===== config.mk =====
export PLATFORM = sky130hd
export DESIGN_NAME = vt_stream_arbiter
export DESIGN_NICKNAME = d
export VERILOG_FILES = /design/src/rtl/vt_stream_arbiter.sv
export SDC_FILE = /design/constraint.sdc
export NUM_CORES = 1
export LEC_CHECK = 0
export ABC_AREA = 1
export BUFFER_PORTS_ARGS = -buffer_cell sky130_fd_sc_hd__buf_2
export CAP_MARGIN = 20
export CORE_AREA = 2 2 179 181
export CTS_CLUSTER_SIZE = 24
export DETAILED_ROUTE_END_ITERATION = 10
export DIE_AREA = 0 0 181 183
export SETUP_SLACK_MARGIN = 0.4
export SLEW_MARGIN = 20
export SYNTH_ARGS = -nofsm -noshare
export SYNTH_HDL_FRONTEND = slang
export SYNTH_SLANG_ARGS = --single-unit

===== constraint.sdc =====
create_clock -name clk -period 4.5 [get_ports clk]
set_input_delay 0.225 -clock clk [delete_from_list [all_inputs] [get_ports clk]]
set_output_delay 0.225 -clock clk [all_outputs]
set_load 0.05 [all_outputs]

===== src/rtl/vt_stream_arbiter.sv =====
// Multi-source byte front end for the VT100 parser: per-channel FIFOs, round-robin
// arbitration and an escape-sequence lock that keeps one source's ESC/CSI bytes contiguous.
module vt_stream_arbiter #(
    parameter int NUM_CH      = 2,
    parameter int FIFO_DEPTH  = 16,
    parameter int SEQ_TIMEOUT = 4096,
    parameter int MAX_SEQ_LEN = 32,
    localparam int CW         = (NUM_CH > 1) ? $clog2(NUM_CH) : 1
) (
    input  logic                clk,
    input  logic                rst,
    input  logic [NUM_CH-1:0]   in_valid,
    input  logic [8*NUM_CH-1:0] in_data,
    input  logic                parser_busy,
    output logic                dataReady,
    output logic [7:0]          data,
    output logic [CW-1:0]       data_ch,
    output logic [NUM_CH-1:0]   overflow,
    input  logic                overflow_clr,
    output logic                seq_abort,
    output logic [1:0]          lock_state
);
    localparam int AW = $clog2(FIFO_DEPTH);
    localparam int TW = $clog2(SEQ_TIMEOUT + 1);
    localparam int LW = $clog2(MAX_SEQ_LEN + 1);

    typedef enum logic [1:0] {S_IDLE, S_ESC, S_ESC_INT, S_CSI} lock_state_t;

    lock_state_t         state, nat_state;
    logic [CW-1:0]       lock_ch, rr, grant;
    logic [TW-1:0]       idle_cnt;
    logic [LW-1:0]       len;
    logic [7:0]          mem [NUM_CH][FIFO_DEPTH];
    logic [AW:0]         wr_ptr [NUM_CH];
    logic [AW:0]         rd_ptr [NUM_CH];
    logic [NUM_CH-1:0]   empty, full, pop_ch, wr_ok;
    logic [2*NUM_CH-1:0] ne2;
    logic [NUM_CH-1:0]   ne_rot;
    logic                grant_valid, pop;
    logic [7:0]          pop_byte;
    int                  g_off, g_int;

    assign lock_state = state;

    function automatic logic [CW-1:0] next_ch(input logic [CW-1:0] c);
        if (int'(c) >= NUM_CH - 1) return '0;
        return c + 1'b1;
    endfunction

    always_comb begin
        empty = '0;
        full  = '0;
        for (int c = 0; c < NUM_CH; c++) begin
            empty[c] = (wr_ptr[c] == rd_ptr[c]);
            full[c]  = (wr_ptr[c][AW] != rd_ptr[c][AW]) &&
                       (wr_ptr[c][AW-1:0] == rd_ptr[c][AW-1:0]);
        end
    end

    // Rotate the non-empty mask so bit 0 is the RR pointer; lowest set bit wins.
    always_comb begin
        ne2         = {~empty, ~empty} >> rr;
        ne_rot      = ne2[NUM_CH-1:0];
        g_off       = 0;
        g_int       = 0;
        grant       = '0;
        grant_valid = 1'b0;
        for (int j = NUM_CH - 1; j >= 0; j--) begin
            if (ne_rot[j]) g_off = j;
        end
        if (state != S_IDLE) begin
            grant       = lock_ch;
            grant_valid = ~empty[lock_ch];
        end else begin
            grant_valid = |ne_rot;
            g_int       = int'(rr) + g_off;
            if (g_int >= NUM_CH) g_int = g_int - NUM_CH;
            grant = CW'(g_int);
        end
    end

    assign pop      = grant_valid && !parser_busy;
    assign pop_byte = mem[grant][rd_ptr[grant][AW-1:0]];

    always_comb begin
        pop_ch = '0;
        if (pop) pop_ch[grant] = 1'b1;
        wr_ok = in_valid & (~full | pop_ch);
    end

    // Sequence grammar applied to the byte being popped this cycle.
    always_comb begin
        nat_state = state;
        if (state == S_IDLE) begin
            if (pop_byte == 8'h1B) nat_state = S_ESC;
        end else if (state == S_ESC_INT || pop_byte == 8'h18 || pop_byte == 8'h1A) begin
            nat_state = S_IDLE;
        end else if (pop_byte == 8'h1B) begin
            nat_state = S_ESC;
        end else if (state == S_ESC) begin
            if (pop_byte == 8'h5B) nat_state = S_CSI;
            else if (pop_byte == 8'h28 || pop_byte == 8'h29 || pop_byte == 8'h23) nat_state = S_ESC_INT;
            else if (pop_byte >= 8'h30 && pop_byte <= 8'h7E) nat_state = S_IDLE;
        end else if (state == S_CSI) begin
            if (pop_byte >= 8'h40 && pop_byte <= 8'h7E) nat_state = S_IDLE;
        end
    end

    always_ff @(posedge clk) begin
        for (int c = 0; c < NUM_CH; c++) begin
            if (wr_ok[c]) mem[c][wr_ptr[c][AW-1:0]] <= in_data[8*c +: 8];
        end
    end

    always_ff @(posedge clk or posedge rst) begin
        if (rst) begin
            for (int c = 0; c < NUM_CH; c++) begin
                wr_ptr[c] <= '0;
                rd_ptr[c] <= '0;
            end
            overflow <= '0;
        end else begin
            for (int c = 0; c < NUM_CH; c++) begin
                if (wr_ok[c])  wr_ptr[c] <= wr_ptr[c] + 1'b1;
                if (pop_ch[c]) rd_ptr[c] <= rd_ptr[c] + 1'b1;
            end
            overflow <= (overflow & ~{NUM_CH{overflow_clr}}) | (in_valid & full & ~pop_ch);
        end
    end

    always_ff @(posedge clk or posedge rst) begin
        if (rst) begin
            state     <= S_IDLE;
            lock_ch   <= '0;
            rr        <= '0;
            len       <= '0;
            idle_cnt  <= '0;
            dataReady <= 1'b0;
            data      <= '0;
            data_ch   <= '0;
            seq_abort <= 1'b0;
        end else begin
            dataReady <= pop;
            seq_abort <= 1'b0;
            if (pop) begin
                data     <= pop_byte;
                data_ch  <= grant;
                idle_cnt <= '0;
                if (state == S_IDLE) begin
                    rr <= next_ch(grant);
                    if (nat_state == S_ESC) begin
                        state   <= S_ESC;
                        lock_ch <= grant;
                        len     <= LW'(1);
                    end
                end else if (nat_state == S_IDLE) begin
                    state <= S_IDLE;
                    rr    <= next_ch(lock_ch);
                end else if (nat_state == S_ESC && pop_byte == 8'h1B) begin
                    state <= S_ESC;
                    len   <= LW'(1);
                end else if (len >= LW'(MAX_SEQ_LEN - 1)) begin
                    state     <= S_IDLE;
                    rr        <= next_ch(lock_ch);
                    seq_abort <= 1'b1;
                end else begin
                    state <= nat_state;
                    len   <= len + 1'b1;
                end
            end else if (state != S_IDLE && !parser_busy) begin
                // Locked channel is empty here, otherwise it would have been popped.
                if (idle_cnt >= TW'(SEQ_TIMEOUT - 1)) begin
                    state     <= S_IDLE;
                    rr        <= next_ch(lock_ch);
                    idle_cnt  <= '0;
                    seq_abort <= 1'b1;
                end else begin
                    idle_cnt <= idle_cnt + 1'b1;
                end
            end
        end
    end
endmodule


=== Yosys cells after proc, flatten, opt, wreduce, memory -nomap -nowiden ===
Memories as Yosys holds them, arrays and structs flattened.
Index checks and enable logic that the tools add are counted.
W data, S select, Z words.

* Memories: 1
* Word-level logic and storage cells: 191
* Input bits: 22
* RAM bits: 256
* Bits in registers: 56

* Bitwise logic cells: 15
* Mux-type cells: 85
* Magnitude comparators: 17
* Shifts and indexed selects: 1
* Reductions and logical operators: 25
* Equal/unequal tests: 23
* Add/subtract/negate cells: 10

{| class="wikitable"
|+ Memories
! name !! depth !! width !! rd ports !! clocked after Yosys merged registers in !! wr ports !! RTL line !! text
|-
| mem || 2 || 128 || 1 || 0 || 2 || 33 || <nowiki>logic [7:0] mem [NUM_CH][FIFO_DEPTH];</nowiki>
|}

{| class="wikitable"
|+ Operators with widths
! cell !! number
|-
| $mux W128 || 2
|-
| $demux W8 S4 || 2
|-
| $mux W1 || 44
|-
| $mux W13 || 3
|-
| $mux W2 || 19
|-
| $add A2 B32 Y32 || 1
|-
| $bmux W8 S4 || 1
|-
| $ge A32 B3 Y1 const B || 1
|-
| $mux W32 || 1
|-
| $mux W8 || 4
|-
| $mux W6 || 5
|-
| $eq A8 B5 Y1 const B || 3
|-
| $eq A8 B6 Y1 const B || 3
|-
| $add A5 B1 Y5 const B || 4
|-
| $ge A5 B5 Y1 const B || 3
|-
| $not A4 Y5 || 3
|-
| $add A13 B1 Y13 const B || 1
|-
| $ge A13 B12 Y1 const B || 1
|-
| $mux W4 || 3
|-
| $eq A5 B5 Y1 || 2
|-
| $logic_and A1 B1 Y1 || 10
|-
| $lt A5 B1 Y1 const B || 2
|-
| $and A2 B2 Y2 || 4
|-
| $eq A4 B4 Y1 || 2
|-
| other kinds (33) || 52
|}

=== Logic depth before layout (Yosys ltp) ===
Gate-level depths: netlist of the first run.

* Depth in word-level cells: 38
* Depth in mapped cells: 34
* Mapped depth without buffers: 32

=== Worst setup path after synthesis of the first run ===
OpenSTA, ideal clock, no wires.

* Kind: reg-to-reg
* Start point: register state[0] (netlist: lock_state[0])
* End point: memory mem[1][0] (netlist name), enable pin
* Required time: 4.125 ns
* Setup slack: 0.990 ns
* Stages on the path, launching flop included: 17
* Setup time: 0.375 ns
* Clock period less this slack: 3.510 ns
* Arrival: 3.135 ns
* Path through: dfrtp_1 -> nor2_1 -> inv_1 -> nand2_1 -> buf_2 -> buf_1 -> nand2_1 -> nand2_1 -> nand2_1 -> clkbuf_1 -> inv_1 -> nand2_1 -> nand2_1 -> nand2_1 -> inv_1 -> nand2_1 -> nor2_1

{| class="wikitable"
|+ RTL lines
! item !! RTL line !! text
|-
| from (decl) || 29 || <nowiki>lock_state_t state, nat_state;</nowiki>
|-
| from (signal assigned) || 167 || <nowiki>state <= nat_state;</nowiki>
|-
| to (decl) || 33 ||
|}

=== Worst setup path after layout of the first run ===
* Start point: register rd_ptr[8] (netlist name)
* End point: register len[5]

* Cells in the longest elaborated chain, start to end: 31
* Elaborated cells between the ends (all ways): 61
* Those cells by class: add/sub: 2; order compare: 4; eq/ne: 12; shift: 1; mux: 26; bitwise: 4; reduce/logical: 11; memory: 1

{| class="wikitable"
|+ RTL lines
! item !! RTL line !! text
|-
| from (decl) || 35 || <nowiki>logic [AW:0] rd_ptr [NUM_CH];</nowiki>
|-
| from (signal, indexed assignment) || 125 || <nowiki>if (pop_ch[c]) rd_ptr[c] <= rd_ptr[c] + 1'b1;</nowiki>
|-
| $eq A5 B5 Y1 || 54 || <nowiki>empty[c] = (wr_ptr[c] == rd_ptr[c]);</nowiki>
|-
| $not A2 Y2 || 62 || <nowiki>ne2 = {~empty, ~empty} >> rr;</nowiki>
|-
| $shr A4 B1 Y2 || 62 ||
|-
| $mux W1 || 69 || <nowiki>if (ne_rot[j]) g_off = j;</nowiki>
|-
| $mux W32 || 69 ||
|-
| $add A2 B32 Y32 || 76 || <nowiki>g_int = int'(rr) + g_off;</nowiki>
|-
| $ge A32 B3 Y1 / $sub A1 B1 Y1 (equally long branches) || 77 || <nowiki>if (g_int >= NUM_CH) g_int = g_int - NUM_CH;</nowiki>
|-
| $mux W1 || 77 ||
|-
| (+15 left out) || - ||
|-
| $mux W2 || 98 || <nowiki>end else if (pop_byte == 8'h1B) begin</nowiki>
|-
| $mux W2 || 96 || <nowiki>end else if (state == S_ESC_INT || pop_byte == 8'h18 || pop_byte == 8'h1A) begin</nowiki>
|-
| $mux W2 || 94 || <nowiki>if (state == S_IDLE) begin</nowiki>
|-
| $eq A2 B1 Y1 || 151, 159 ||
|-
| $logic_and A1 B1 Y1 || 159 || <nowiki>end else if (nat_state == S_ESC && pop_byte == 8'h1B) begin</nowiki>
|-
| $mux W6 || 159 ||
|-
| $mux W6 || 156 || <nowiki>end else if (nat_state == S_IDLE) begin</nowiki>
|-
| $mux W6 || 149 || <nowiki>if (state == S_IDLE) begin</nowiki>
|-
| to (signal assigned) || 168 || <nowiki>len <= len + 1'b1;</nowiki>
|-
| to (decl) || 32 || <nowiki>logic [LW-1:0] len;</nowiki>
|}

Several ways; a longest one is shown, not always the timed one. The select of a mux whose other input is x is not followed.
A chain may end at the register's enable or synchronous reset.

==> metrics.yaml, run 1 <==
outcome: "finished, final reports clean"
syn-cell-area_mm2: 0.0139
max_freq_ghz: 0.258
drt-initial-drc-count: 1165
cp.required_ns: 4.90
fin_hold_ws_ns: 0.0244
maxSlewHeadroom_pct: 39.6
nFillCells: 2760
cp_num_buf_inv: 7
dp.final_hpwl_um: 23000
grt_pass1_wl_um: 56200
met2_length_um: 18100
core_mm2: 0.0312
wl_met1_um: 16800
setup_tns_ns: 0
setup_viol: 0
finalHoldViolations: 0
clock_sinks: 312
tightest_slew_ns: 0.902
io_buffer_count: 36
wl_um: 39100
start_util_pct: 44.6
rsz0062_at_grt: "yes"
ys_types: 41
seq_area_frac_synth_pct: 65.2
period_share_pct: 86.2
end_kind: "flip-flop"
setup_slack_ns: 0.620
fp.dieW_um: 181
grt_pass1_vias: 9417
root_buffer: "clkbuf_16"
post-place-ws_ns: 0.167
synth-edff-count: 256
layout_commonest_cell: "nand2_1"
gp_congestion: 0.868
maxSlewViolCount: 0
min_period_ns: 3.88
ys_ff_latch: 312
antenna_found_initial: 0
final_antenna_net_count: 0
routed.top_layer: "met4"
vias: 10200
drive_gt1_share_pct: 15.8
multi_input_area_mm2: 0.00421
crit_arrival_ns: 4.28
fin_cells: 1877
boundaryPins: 37
cpMostUsedCell: "nand2_1"
grt_max_degree: 66
drv_cap: 0
cts_buffers: 36
syn_to_final_growth_pct: 18.8
slowest_delay_ns: 0.39
wl_per_cell_um: 20.8
die_area_mm2: 0.0331
cts_tree: "built"
critPathLaunchType: "flip-flop"
clk_pin_slew_ns: 0.06
synth_flop_cell: "edfxtp_1"
crit_slowest_cell: "dfrtp_1"
critPathTopFamily: "simple AND/OR/NAND/NOR gates"
yosys.area_share.xor_xnor_pct: 1.45
synth-async-reset-ratio_pct: 17.9
wl_met3_um: 3030
clk_latency_ns: 0.51
synth_adder_area_share_pct: 1.08
syn_inst: 1348
seqCellArea_mm2: 0.00909
synth_fp_nets: 1382
n_antenna_cell: 0
hold_path_class: "primary input to flip-flop"
yosysWarningCount: 0
grt.total_usage_pct: 22.3
fin_skew_ns: 0.0141
drc_errors: 0
fin_nets: 1484
clock_path_buffers: 3
die_h_um: 183
synth_top_family_by_area: "simple AND/OR/NAND/NOR gates"
synth_mux_area_share_pct: 0
gr-total-overflow: 0
rows: 65
ctsHtreeMaxLevel: 2
critPathMaxFanout: 15
drt-pass1-iter-count: 8
worstSetupPathType: "flip-flop to flip-flop"
mostFrequentLayoutCells: "nand2_1 (405), edfxtp_1 (256), nand3_1 (171)"
synth_compound_area_share_pct: 3.79
synth-simple-area-share_pct: 22.9
dp.cells: 1773
post_synth.cell_area_avg_um2: 10.3
via_per_inst: 5.41
==> cells by family (layout without fill, tap and decap cells) <==
kind of cell,after synthesis,after routing
AOI/OAI and AO/OA,90,90
xor gates and xnor gates,23,23
adders and majority gates,12,12
buffers and inverters,169,293
DFF,312,312
and+or+nand+nor,742,745
==> worst min-delay path: cells and delay by family <==
family | cells | cell delay [ns]
simple gates | 1 | 0.09
compound gates | 1 | 0.08
buf+inv | 1 | 0.09
==> cell usage after synthesis, drive strengths merged (12+ instances only) <==
| cell type | number | area (um2) |
|---|---|---|
| buf | 49 | 328 |
| dfrtp | 56 | 1400 |
| edfxtp | 256 | 7690 |
| ha | 12 | 150 |
| inv | 114 | 428 |
| nand2 | 424 | 1630 |
| nand3 | 181 | 916 |
| nand3b | 12 | 90.1 |
| nor2 | 93 | 357 |
| nor3 | 12 | 60.1 |
| o21ai | 70 | 399 |
| xor2 | 19 | 166 |
==> path summary, 6_finish.rpt <==
path	from	endpoint	slack, ns	cells past startpoint
setup / recovery	rd_ptr[8]	len[5]	0.62	32
hold / removal	in_valid[1]	overflow[1]	0.02	3
setup reg to reg	rd_ptr[8]	len[5]	0.62	32
hold reg to reg	data_ch	data_ch	0.48	2
max in group asynchronous	rst	rd_ptr[7]	3.47	4
min in group asynchronous	rst	rd_ptr[4]	0.46	4
==> final cells by class <==
class	count	area share, %
Clock buffer	45	5.96
Clock inverter	18	1.28
Inverter	114	2.63
Multi-Input combinational cell	870	25.5
Sequential cell	312	54.9
Tap cell	402	3.04
Timing Repair Buffer	116	6.68
==> state kept, by name, indices dropped and copies added (netlist names) <==
name	count
seq_abort	1
lock_state	2
data	8
overflow	2
rr	1
idle_cnt	13
rd_ptr	10
mem	256
lock_ch	1
wr_ptr	10
len	6
dataReady	1
data_ch	1
==> what timing repair did <==
item | in CTS | in global routing
hold endpoints to repair | 58 | 0
hold buffers | 3 | 0
endpoints found under the setup margin | 6 | 52
gates cloned | 0 | 13
resized for setup | 4 | 55
setup buffers | 2 | 23
pin swaps | 1 | 12
==> stage by stage <==
step / util (%) / instance area (um2)
final: 53.0 / 16600
after global placement: 47.0 / 14700
after CTS: 51.0 / 15900
after global routing: 53.0 / 16600
after detailed placement: 47.0 / 14700
after floorplan: - / 13900
==> routing by layer <==
layer,vias up,track usage [%]
met1,4889,31.8
met3,80,3.18
met2,432,35.7
met5,-,0
met4,0,7.12
li1,4752,-
Power of run 1 is not shown: default switching activity piles up to over one toggle a cycle in this logic, so the estimate is an artifact.
==> run 2: changes to the inputs <==
--- a/config.mk
+++ b/config.mk
@@ -8,10 +8,10 @@
 export ABC_AREA = 1
 export BUFFER_PORTS_ARGS = -buffer_cell sky130_fd_sc_hd__buf_2
 export CAP_MARGIN = 20
-export CORE_AREA = 2 2 179 181
+export CORE_AREA = 2 2 219 221
 export CTS_CLUSTER_SIZE = 24
 export DETAILED_ROUTE_END_ITERATION = 10
-export DIE_AREA = 0 0 181 183
+export DIE_AREA = 0 0 221 223
 export SETUP_SLACK_MARGIN = 0.4
 export SLEW_MARGIN = 20
 export SYNTH_ARGS = -nofsm -noshare
==> metrics.yaml, run 2 (same netlist as run 1, synthesis figures left out) <==
boundaryPins: 37  # unchanged
max_freq_ghz: 0.254  # was 0.258 GHz
grt_pass1_vias: 9753  # was 9417
gp_congestion: 0.885  # was 0.868
largest_reg_flops: 256  # unchanged
fp.dieW_um: 221  # was 181 um
io_buffer_count: 36  # unchanged
wl_per_cell_um: 19.4  # was 20.8 um
hold_path_class: "primary input to flip-flop"  # unchanged
cp.required_ns: 4.91  # was 4.90 ns
critPathLaunchType: "flip-flop"  # unchanged
clock_sinks: 312  # unchanged
layout_commonest_cell: "nand2_1"  # unchanged
slowest_delay_ns: 0.39  # about the same
maxSlewHeadroom_pct: 34.3  # was 39.6%
core_mm2: 0.0471  # was 0.0312 mm2
dp.final_hpwl_um: 23900  # was 23000 um
n_antenna_cell: 0  # unchanged
rsz0062_at_grt: "yes"  # unchanged
drt-initial-drc-count: 900  # was 1165
cpMostUsedCell: "nand2_1"  # unchanged
end_kind: "flip-flop"  # unchanged
start_util_pct: 29.5  # was 44.6%
final_antenna_net_count: 0  # unchanged
root_buffer: "clkbuf_16"  # unchanged
setup_viol: 0  # unchanged
ctsHtreeMaxLevel: 2  # unchanged
setup_tns_ns: 0  # unchanged
clk_latency_ns: 0.52  # was 0.51 ns
drt-pass1-iter-count: 6  # was 8
outcome: "finished, final reports clean"  # unchanged
clock_path_buffers: 3  # unchanged
grt_pass1_wl_um: 58100  # was 56200 um
grt.total_usage_pct: 15.3  # was 22.3%
antenna_found_initial: 0  # unchanged
met1_usage_pct: 20.3  # was 31.8%
syn_to_final_growth_pct: 22.1  # was 18.8%
rows: 80  # was 65
fin_skew_ns: 0.0230  # was 0.0141 ns
gr-usage-met2_pct: 25.1  # was 35.7%
grt_util_met3_pct: 2.79  # was 3.18%
grt_max_degree: 57  # was 66
grt_most_used_layer: "met2"  # unchanged
gr-total-overflow: 0  # unchanged
cts_buffers: 36  # unchanged
drc_errors: 0  # unchanged
die_h_um: 223  # was 183 um
die_area_mm2: 0.0493  # was 0.0331 mm2
vias: 10300  # was 10200
crit_arrival_ns: 4.35  # was 4.28 ns
worstSetupPathType: "flip-flop to flip-flop"  # unchanged
drive_gt1_share_pct: 17.4  # was 15.8%
period_share_pct: 87.6  # was 86.2%
mostFrequentLayoutCells: "nand2_1 (402), edfxtp_1 (256), nand3_1 (161)"  # was nand2_1 (405), edfxtp_1 (256), nand3_1 (171)
crit_slowest_cell: "dfrtp_2"  # was dfrtp_1
wl_um: 40600  # was 39100 um
drv_cap: 0  # unchanged
clk_pin_slew_ns: 0.06  # about the same
via_per_inst: 4.91  # was 5.41
nFillCells: 4582  # was 2760
min_period_ns: 3.94  # was 3.88 ns
tightest_slew_ns: 0.981  # was 0.902 ns
finalHoldViolations: 0  # unchanged
cts_tree: "built"  # unchanged
critPathMaxFanout: 18  # was 15
fin_nets: 1486  # was 1484
maxSlewViolCount: 0  # unchanged
-- run 2: changes by cell type in the layout (fill, tap and decap cells not counted), moves of 4 or more --
cell      delta
clkinv_2     +5
o21ai_2      +4
buf_4        -8
nand3_1     -10
nand3_2      +8
inv_6        +4
-- run 2: path summary, 6_finish.rpt --
| path | start | end | slack (ns) | depth (start not counted) |
|---|---|---|---|---|
| setup / recovery | rd_ptr[8] | len[0] | 0.56 | 28 |
| hold / removal | in_valid[1] | wr_ptr[0] | 0.03 | 3 |
| setup reg to reg | rd_ptr[8] | len[0] | 0.56 | 28 |
| hold reg to reg | rr | rr | 0.49 | 2 |
| max in group asynchronous | rst | rd_ptr[0] | 3.51 | 4 |
| min in group asynchronous | rst | overflow[1] | 0.45 | 4 |
-- run 2: critical path, delay by kind of cell, from the launching register on --
family | cells | cell delay (ns)
AO/OA/AOI/OAI | 5 | 0.70
buffers and inverters | 3 | 0.47
flip-flops | 1 | 0.39
AND/OR/NAND/NOR | 20 | 2.21
-- run 2: timing repair --
item	in CTS	in global routing
cloned	2	14
pin swaps	1	19
buffers inserted	1	19
resized for setup	10	87
endpoints found under the setup margin	24	46
hold endpoints to repair	58	0
hold buffers	3	0
-- run 2: area by class of cell --
class | instances | area [um2] | area share, %
Clock buffer | 44 | 952 | 5.60
Clock inverter | 21 | 194 | 1.14
Inverter | 114 | 448 | 2.63
Multi-Input combinational cell | 870 | 4320 | 25.4
Sequential cell | 312 | 9100 | 53.5
Tap cell | 615 | 769 | 4.52
Timing Repair Buffer | 118 | 1230 | 7.24
-- run 2: metrics by stage --
stage	hold WS (ns)	cells	setup WS, ns	util [%]	cell area, um2
floorplan	0.324	1348	0.990	-	13900
global placement	0.435	1990	0.0812	31.8	15000
detailed placement	0.448	1990	0.0377	31.8	15000
CTS	0.0234	2061	0.425	34.5	16300
global route	0.0424	2094	0.304	36.1	17000
finish	0.0303	2094	0.559	36.1	17000
-- run 2: per-layer routing --
metal | share of wire (%) | up-vias
met3 | 7.6 | 107
met2 | 46 | 418
met4 | 3.8 | 0
met5 | 0 | -
met1 | 42 | 5008
li1 | - | 4759
Power of run 2 is left out for the same reason.
==> run 3: changes to the inputs <==
--- a/config.mk
+++ b/config.mk
@@ -8,10 +8,10 @@
 export ABC_AREA = 1
 export BUFFER_PORTS_ARGS = -buffer_cell sky130_fd_sc_hd__buf_2
 export CAP_MARGIN = 20
-export CORE_AREA = 2 2 219 221
+export CORE_AREA = 2 2 240 242
 export CTS_CLUSTER_SIZE = 24
 export DETAILED_ROUTE_END_ITERATION = 10
-export DIE_AREA = 0 0 221 223
+export DIE_AREA = 0 0 242 244
 export SETUP_SLACK_MARGIN = 0.4
 export SLEW_MARGIN = 20
 export SYNTH_ARGS = -nofsm -noshare
==> metrics.yaml, run 3 (same netlist as run 1, synthesis figures left out) <==
dp.final_hpwl_um: 23800  # was 23900 um
cp_num_buf_inv: 7  # was 3
critPathMaxFanout: 12  # was 18
final_antenna_net_count: 0  # unchanged
multi_input_area_mm2: 0.00417  # was 0.00432 mm2
io_buffer_count: 36  # unchanged
wl_um: 39500  # was 40600 um
syn_to_final_growth_pct: 19.9  # was 22.1%
gr-total-overflow: 0  # unchanged
max_freq_ghz: 0.262  # was 0.254 GHz
r2r_cells: 30  # was 28
drt-initial-drc-count: 1141  # was 900
drt-pass1-iter-count: 5  # was 6
fp.dieW_um: 242  # was 221 um
end_kind: "flip-flop"  # unchanged
clock_sinks: 312  # unchanged
via_per_inst: 4.55  # was 4.91
grt_pass1_wl_um: 58200  # was 58100 um
largest_reg_flops: 256  # unchanged
reg2reg_to: "len[2]"  # was len[0]
hold_start: "in_valid[0]"  # was in_valid[1]
ctsHtreeMaxLevel: 2  # unchanged
setup_tns_ns: 0  # unchanged
boundaryPins: 37  # unchanged
hold-path-cell-count: 3  # unchanged
maxSlewHeadroom_pct: 40.4  # was 34.3%
worstSetupPathType: "flip-flop to flip-flop"  # unchanged
critPathTopFamily: "simple AND/OR/NAND/NOR gates"  # unchanged
cts_tree: "built"  # unchanged
tightest_slew_ns: 0.890  # was 0.981 ns
min_period_ns: 3.82  # was 3.94 ns
drc_errors: 0  # unchanged
core_mm2: 0.0562  # was 0.0471 mm2
wl_per_cell_um: 17.8  # was 19.4 um
fin_nets: 1474  # was 1486
grt_pass1_vias: 9630  # was 9753
clk_pin_slew_ns: 0.06  # about the same
grt.total_usage_pct: 12.7  # was 15.3%
period_share_pct: 85.0  # was 87.6%
outcome: "finished, final reports clean"  # unchanged
setup_viol: 0  # unchanged
drive_gt1_share_pct: 14.7  # was 17.4%
rows: 87  # was 80
cp.required_ns: 4.91  # about the same
crit_slowest_cell: "dfrtp_2"  # unchanged
nFillCells: 5777  # was 4582
rrSetupSlack_ns: 0.68  # was 0.56 ns
antenna_found_initial: 0  # unchanged
grt_max_degree: 57  # unchanged
vias: 10100  # was 10300
root_buffer: "clkbuf_16"  # unchanged
n_antenna_cell: 0  # unchanged
slowest_delay_ns: 0.43  # was 0.39 ns
clock_path_buffers: 3  # unchanged
rsz0062_at_grt: "yes"  # unchanged
finalHoldViolations: 0  # unchanged
cts_buffers: 36  # unchanged
hold_path_class: "primary input to flip-flop"  # unchanged
r2r-start: "wr_ptr[5]"  # was rd_ptr[8]
fin_skew_ns: 0.0134  # was 0.0230 ns
whs_endpoint: "wr_ptr[5]"  # was wr_ptr[0]
gp_congestion: 0.890  # was 0.885
start_util_pct: 24.8  # was 29.5%
die_h_um: 244  # was 223 um
drv_cap: 0  # unchanged
mostFrequentLayoutCells: "nand2_1 (405), edfxtp_1 (256), nand3_1 (176)"  # was nand2_1 (402), edfxtp_1 (256), nand3_1 (161)
seqCellArea_mm2: 0.00910  # unchanged
critPathLaunchType: "flip-flop"  # unchanged
cpMostUsedCell: "nand2_1"  # unchanged
die_area_mm2: 0.0590  # was 0.0493 mm2
layout_commonest_cell: "nand2_1"  # unchanged
crit_arrival_ns: 4.23  # was 4.35 ns
clk_latency_ns: 0.52  # about the same
maxSlewViolCount: 0  # unchanged
-- run 3: metal layers --
metal  vias up  global-route usage [%]  routed length (um)
li1       4731                       -                   -
met1      4919                    17.0               16700
met2       394                    20.6               18600
met3        70                    2.62                3250
met4         0                    3.92                 953
met5         -                       0                   0
-- run 3: stage by stage --
step	hold WS (ns)	std cells	utilization, %	setup WS (ns)	area [um2]
2_1_floorplan	0.324	1348	-	0.990	13900
3_3_place_gp	0.426	2136	27.0	0.136	15200
3_5_place_dp	0.426	2136	27.0	0.0879	15200
4_1_cts	0.00239	2204	29.1	0.410	16300
5_1_grt	0.0639	2222	29.7	0.379	16700
6_report	0.0710	2222	29.7	0.677	16700
-- run 3: worst max-delay path by stage --
stage / cells past startpoint / slack, ns / start / to
finish: 30 / 0.68 / wr_ptr[5] / len[2]
global route: 31 / 0.38 / wr_ptr[8] / seq_abort
CTS: 29 / 0.41 / wr_ptr[5] / len[1]
detailed placement: 31 / 0.09 / rd_ptr[5] / len[0]
global placement: 31 / 0.14 / rd_ptr[5] / len[1]
floorplan: 16 / 0.99 / lock_state[0] / mem[1][0]
-- run 3: tightest hold or removal path: stages --
cell and delay [ns]:
buf_2 0.11, nand2_1 0.11, xor2_1 0.09
-- run 3: repair_timing --
action,CTS,global route
cloned,1,7
buffers inserted,0,10
setup endpoints to repair,8,44
pin swaps,0,6
resized for setup,9,40
hold buffers,3,1
hold endpoints to repair,58,1
-- run 3: final cells by class --
class / count / share of cell area (%)
clock buffer: 42 / 5.66
clock inverter: 22 / 0.959
inverter: 114 / 2.61
multi-input combinational: 868 / 24.9
sequential: 312 / 54.5
tap: 756 / 5.66
timing repair buffer: 108 / 5.70
Power of run 3 is left out for the same reason.
